===== src/rtl/segasys1_sndcmd.sv =====
// Sound-command FIFO between the main CPU and the sound Z80: queues command bytes, presents the
// head byte on the command port and raises an NMI with a guaranteed low gap between requests.
module segasys1_sndcmd #(
  parameter int unsigned DEPTH_LOG2 = 2,
  parameter int unsigned NMI_GAP    = 32
) (
  input  logic                  CLK48M,
  input  logic                  RESET,
  input  logic                  SNDRQ,
  input  logic [7:0]            SNDNO,
  input  logic                  SCPU_RD,
  output logic [7:0]            SCPU_DO,
  output logic                  SNDNMI,
  output logic                  FULL,
  output logic                  OVF,
  output logic [DEPTH_LOG2:0]   COUNT
);

  localparam int unsigned Depth = 1 << DEPTH_LOG2;
  localparam int unsigned PtrW  = DEPTH_LOG2;
  localparam int unsigned CntW  = DEPTH_LOG2 + 1;
  localparam int unsigned GapW  = (NMI_GAP > 1) ? $clog2(NMI_GAP) : 1;
  localparam logic [CntW-1:0] CntFull = CntW'(Depth);
  localparam logic [GapW-1:0] GapLoad = GapW'(NMI_GAP - 1);

  typedef enum logic [1:0] {StIdle, StAssert, StWaitPop, StGap} state_e;

  logic            r_rq_d, r_rd_d;
  logic [7:0]      r_mem [Depth];
  logic [PtrW-1:0] r_wptr, r_rptr;
  logic [CntW-1:0] r_count;
  logic [7:0]      r_do;
  logic            r_full, r_ovf, r_nmi;
  state_e          r_state;
  logic [GapW-1:0] r_gap;

  logic            w_push_ev, w_ack_ev, w_pop_ev;
  logic            w_do_push, w_do_pop;
  logic [PtrW-1:0] w_wptr_n, w_rptr_n;
  logic [CntW-1:0] w_count_n;
  logic [7:0]      w_head_n;
  state_e          w_state_n;
  logic [GapW-1:0] w_gap_n;

  assign w_push_ev = SNDRQ & ~r_rq_d;
  assign w_ack_ev  = SCPU_RD & ~r_rd_d;
  assign w_pop_ev  = ~SCPU_RD & r_rd_d;

  // A pop frees a slot in the same cycle, so a push into a full FIFO succeeds alongside it.
  assign w_do_pop  = w_pop_ev & (r_count != '0);
  assign w_do_push = w_push_ev & ((r_count != CntFull) | w_do_pop);

  always_comb begin
    w_wptr_n  = w_do_push ? r_wptr + PtrW'(1) : r_wptr;
    w_rptr_n  = w_do_pop  ? r_rptr + PtrW'(1) : r_rptr;
    w_count_n = r_count + CntW'(w_do_push) - CntW'(w_do_pop);
    // Bypass the incoming byte when it lands exactly at the new head slot.
    w_head_n  = (w_do_push && (r_wptr == w_rptr_n)) ? SNDNO : r_mem[w_rptr_n];
  end

  always_ff @(posedge CLK48M) begin
    if (w_do_push) r_mem[r_wptr] <= SNDNO;
  end

  always_ff @(posedge CLK48M) begin
    if (RESET) begin
      r_rq_d  <= SNDRQ;
      r_rd_d  <= SCPU_RD;
      r_wptr  <= '0;
      r_rptr  <= '0;
      r_count <= '0;
      r_do    <= 8'h00;
      r_full  <= 1'b0;
      r_ovf   <= 1'b0;
    end else begin
      r_rq_d  <= SNDRQ;
      r_rd_d  <= SCPU_RD;
      r_wptr  <= w_wptr_n;
      r_rptr  <= w_rptr_n;
      r_count <= w_count_n;
      r_full  <= (w_count_n == CntFull);
      if (w_count_n != '0) r_do <= w_head_n;
      if (w_push_ev && !w_do_push) r_ovf <= 1'b1;
    end
  end

  always_comb begin
    w_state_n = r_state;
    w_gap_n   = r_gap;
    unique case (r_state)
      StIdle: begin
        if (r_count != '0) w_state_n = StAssert;
      end
      StAssert: begin
        // A missed read edge still counts: the pop alone retires the request.
        if (w_pop_ev) begin
          w_state_n = StGap;
          w_gap_n   = GapLoad;
        end else if (w_ack_ev) begin
          w_state_n = StWaitPop;
        end
      end
      StWaitPop: begin
        if (w_pop_ev) begin
          w_state_n = StGap;
          w_gap_n   = GapLoad;
        end
      end
      StGap: begin
        if (r_gap == '0) w_state_n = StIdle;
        else             w_gap_n   = r_gap - GapW'(1);
      end
      default: w_state_n = StIdle;
    endcase
  end

  always_ff @(posedge CLK48M) begin
    if (RESET) begin
      r_state <= StIdle;
      r_gap   <= '0;
      r_nmi   <= 1'b0;
    end else begin
      r_state <= w_state_n;
      r_gap   <= w_gap_n;
      r_nmi   <= (w_state_n == StAssert);
    end
  end

  assign SCPU_DO = r_do;
  assign SNDNMI  = r_nmi;
  assign FULL    = r_full;
  assign OVF     = r_ovf;
  assign COUNT   = r_count;

endmodule


===== config.mk =====
export PLATFORM = sky130hd
export DESIGN_NAME = segasys1_sndcmd
export DESIGN_NICKNAME = d
export VERILOG_FILES = /design/src/rtl/segasys1_sndcmd.sv
export SDC_FILE = /design/constraint.sdc
export NUM_CORES = 1
export LEC_CHECK = 0
export CELL_PAD_IN_SITES_DETAIL_PLACEMENT = 0
export CELL_PAD_IN_SITES_GLOBAL_PLACEMENT = 1
export CORE_UTILIZATION = 49
export CTS_CLUSTER_DIAMETER = 40
export CTS_CLUSTER_SIZE = 10
export DETAILED_ROUTE_END_ITERATION = 10
export GPL_TIMING_DRIVEN = 1
export PLACE_DENSITY_LB_ADDON = 0.1
export SYNTH_ARGS = -nofsm -noshare
export SYNTH_HDL_FRONTEND = slang
export SYNTH_SLANG_ARGS = --single-unit
export TNS_END_PERCENT = 30

===== constraint.sdc =====
create_clock -name CLK48M -period 9.9 [get_ports CLK48M]
set_input_delay 1.98 -clock CLK48M [delete_from_list [all_inputs] [get_ports CLK48M]]
set_output_delay 1.98 -clock CLK48M [all_outputs]
set_load 0.005 [all_outputs]

==> results.toml <==
[global_route]
use_met1 = 0.327
globalRouteMet2Util = 0.353
grt_most_used_layer = "met2"
global_route.usage.total = 0.236
grt_first_pass_wirelength_mm = 11.4
gr-total-overflow = 0
grt_max_degree = 61
grt_use_met3 = 0.0429
antenna_found_initial = 0
grt_pass1_vias = 2290

[finish]
drive_above_1_share = 0.0742
antennaDiodeCount = 0
layout-area-overhead-vs-synth_pct = 15.1
fin_cells = 412
final_nets = 357

[power_and_ir_drop]
leakagePower_nw = 1.31
finalPower_uw = 910
power_dens_cells_mw_per_mm2 = 251
comb_power_share = 0.354
max_vdd_drop_mv = 0.135
internal_power_uw = 587
p_sw_frac = 0.356
pwr-share-seq = 0.370
p_sw_uw = 324
power.clock.fraction = 0.276

[timing]
report.final.hold_viol_count = 0
max_freq_ghz = 0.183
fin_worst_hold_slack_ns = 0.473
period_share = 0.552
rsz0062_at_grt = "false"
final.min_clock_period_ns = 5.47
post_route_worst_setup_slack_ns = 4.43
finalSetupTns_ns = 0
max_slew.worst_pin.slew_ns = 1.17
fin_skew_ns = 0.00653
maxSlewViolCount = 0
max-slew-margin-rel = 0.216
timing.final.setup_violations = 0

[critical_path]
worst_ep_required_time_ns = 10.15
arrival_ns = 5.72
critical_path_end_type = "register"
cp_slowest_stage_delay_ns = 0.56
critical_path.startpoint_type = "primary input"
critical_path.max_fanout = 29
critPathTopFamily = "buffers and inverters"
reg2reg_slack_ns = 5.93
critical-path-slowest-cell = "sky130_fd_sc_hd__clkdlybuf4s50_1"
critical_path.most_common_cell = "sky130_fd_sc_hd__ha_1"
timing.setup.critical_path_class = "primary input to register"
reg2regPathDepth = 12
combined_buffer_and_inverter_count_along_the_critical_path = 4
critical_path.reg2reg.startpoint = "COUNT[1]$_SDFF_PP0_"
regToRegEndpoint = "SCPU_DO[3]$_SDFFE_PP0P_"
timing.critical_path.cells = "clkdlybuf4s50_1, nor2b_2, buf_4, nand2_2, clkinv_1, ha_1, inv_1, ha_1, fa_1, xor3_1, a21oi_1, nand3_1, o221ai_1"

[min_path]
min_from = "SCPU_DO[1]$_SDFFE_PP0P_"
worstHoldPathType = "register to register"
whs_endpoint = "SCPU_DO[1]$_SDFFE_PP0P_"
holdPathStages = 2

[drt]
routed_antenna_nets = 0
drtPass1Iterations = 4
viasPerCell = 5.85
drt_iter0_drc = 216
routed_wirelength_mm = 7.06
detail_route.wl_per_cell_um = 17.1
routed-via-count = 2411
drc_errors = 0

[logic_synthesis]
synthesis.area_mm2 = 0.00316
postSynthAreaPerCell_um2 = 9.99
syn_nets = 341
seq_area_frac_synth = 0.476
post_synth_inst_count = 316
synth-warning-count = 0
yosysUniqueCellTypes = 54
ffs_w_async_s_r_synth = 0
synth_enable_flop_cells = 32
synth_seq_cells = 59
postSynth.topFlopCell = "sky130_fd_sc_hd__edfxtp_1"

[die]
fp.dieH_um = 82.3
effective_utilization_at_floorplan = 0.521
die_w_um = 82.3
die_area_mm2 = 0.00677
core_region_area_mm2 = 0.00606
ioPinCount = 26
fp-row-count = 28

[placement]
worst_slack_at_placement_ns = 4.10
dp.final_hpwl_mm = 4.65
numPlacedInstances = 396
finalWeightedCongestion = 0.809
place.port_buffers = 25

[clock_tree]
cts-root-to-sink-buffers = 2
cts_tree = "yes"
cts_post_setup_buffers_inserted = 0
number_of_buffers_inserted_during_clock_tree_synthesis = 9
count_of_hold_fix_buffers_inserted_at_cts = 0
post_cts.resized_instances = 0
clock_tree.root_cell = "sky130_fd_sc_hd__clkbuf_8"
source_to_sink_clock_delay_at_the_later_pin_of_the_worst_skew_pair_ns = 0.35
worst_setup_hold_path_clk_slew_ns = 0.07
cts.sink_count = 59
cts_htree_levels = 3

[status]
outcome = "finished clean"

[job]
drv.max_cap_violation_count = 0
-- cell type report --
class                           count  area, um2
Fill cell                         535       2430
Sequential cell                    59       1500
Multi-Input combinational cell    212       1460
Timing Repair Buffer               27        265
Clock buffer                       10        138
Tap cell                           75       93.8
Clock inverter                      6       88.8
Inverter                           23       86.3
-- worst min-delay path, delay by kind of cell (launching register included) --
| family | cells | cell delay (ns) |
|---|---|---|
| compound gates | 1 | 0.06 |
| flops | 1 | 0.33 |
| simple gates | 1 | 0.05 |
-- registers in the layout, indices dropped and copies added (netlist names) --
name	cells
COUNT	3
FULL	1
OVF	1
SCPU_DO	8
SNDNMI	1
r_gap	5
r_mem	32
r_rd_d	1
r_rptr	2
r_rq_d	1
r_state	2
r_wptr	2
-- cell families after synthesis --
family / synth area share
compound gates: 0.172
xor+xnor: 0.0159
fa+ha+maj: 0.0539
buf+inv: 0.0630
flops: 0.476
mux: 0.00317
simple gates: 0.216
-- how the worst max path moves through the flow --
stage                     startpoint                 endpoint  slack (ns)  cells past startpoint
after floorplan              SCPU_RD  SCPU_DO[6]$_SDFFE_PP0P_        5.39                     13
after global placement       SCPU_RD  SCPU_DO[7]$_SDFFE_PP0P_        4.27                     13
after detailed placement     SCPU_RD  SCPU_DO[3]$_SDFFE_PP0P_        4.10                     13
after CTS                    SCPU_RD  SCPU_DO[3]$_SDFFE_PP0P_        4.46                     13
after global routing         SCPU_RD  SCPU_DO[3]$_SDFFE_PP0P_        4.16                     13
final                        SCPU_RD  SCPU_DO[3]$_SDFFE_PP0P_        4.43                     13
-- power groups by stage --
stage | Combinational [mW] | Clock, mW | Sequential, mW
floorplan | 0.250 | 0 | 0.322
global placement | 0.312 | 0 | 0.342
detailed placement | 0.321 | 0 | 0.342
CTS | 0.322 | 0.254 | 0.337
global route | 0.361 | 0.263 | 0.344
finish | 0.322 | 0.251 | 0.337
-- synth_stat cells, drive strengths merged (2+ instances only) --
cell,count,share of area
edfxtp,32,0.30
dfxtp,27,0.17
inv,22,0.026
nand2,17,0.021
nor2,17,0.020
nor3,16,0.027
nand3b,14,0.033
clkbuf,13,0.015
ha,12,0.048
o21ai,12,0.019
buf,9,0.020
a31oi,8,0.016
a32oi,8,0.022
and3,8,0.016
nand2b,8,0.016
nand3,8,0.013
nor4,8,0.016
a211o,7,0.019
a21oi,7,0.011
nor2b,7,0.014
o221ai,7,0.019
o31ai,7,0.017
and2,6,0.012
nor3b,5,0.013
a22oi,3,0.0071
a211oi,2,0.0048
o2111ai,2,0.0056
o211ai,2,0.0063
xnor2,2,0.0056
-- stage by stage --
step / utilization / instance area (um2)
final: 0.599 / 3630
after global routing: 0.599 / 3630
after CTS: 0.599 / 3630
after detailed placement: 0.562 / 3410
after global placement: 0.562 / 3410
after floorplan: - / 3160
-- cells in the final DEF (no fill, tap or decap), types with 2 or more instances in the layout --
cell,count
sky130_fd_sc_hd__a21oi_1,7
sky130_fd_sc_hd__buf_4,2
sky130_fd_sc_hd__a31oi_1,8
sky130_fd_sc_hd__ha_1,12
sky130_fd_sc_hd__nor4_1,8
sky130_fd_sc_hd__a211o_1,7
sky130_fd_sc_hd__bufinv_16,2
sky130_fd_sc_hd__inv_1,22
sky130_fd_sc_hd__a32oi_1,8
sky130_fd_sc_hd__and2_1,6
sky130_fd_sc_hd__nand3b_1,14
sky130_fd_sc_hd__o31ai_1,7
sky130_fd_sc_hd__nor2_1,17
sky130_fd_sc_hd__nor3b_1,4
sky130_fd_sc_hd__nand2b_1,8
sky130_fd_sc_hd__clkdlybuf4s50_1,25
sky130_fd_sc_hd__clkinvlp_4,2
sky130_fd_sc_hd__and3_1,8
sky130_fd_sc_hd__a211oi_1,2
sky130_fd_sc_hd__edfxtp_1,32
sky130_fd_sc_hd__clkbuf_8,10
sky130_fd_sc_hd__xnor2_1,2
sky130_fd_sc_hd__a22oi_1,3
sky130_fd_sc_hd__o221ai_1,7
sky130_fd_sc_hd__dfxtp_1,26
sky130_fd_sc_hd__nor2b_1,6
sky130_fd_sc_hd__nand3_1,8
sky130_fd_sc_hd__nor3_1,15
sky130_fd_sc_hd__nand2_1,16
sky130_fd_sc_hd__o21ai_0,12
sky130_fd_sc_hd__o2111ai_1,2
-- layer usage --
layer  wire length [um]  vias to the layer above
met5                  0                        -
met4                 63                        0
met3                334                        5
met2               3160                       60
met1               3500                     1135
li1                   -                     1211
Note: power is estimated with default switching activity, not from simulation.
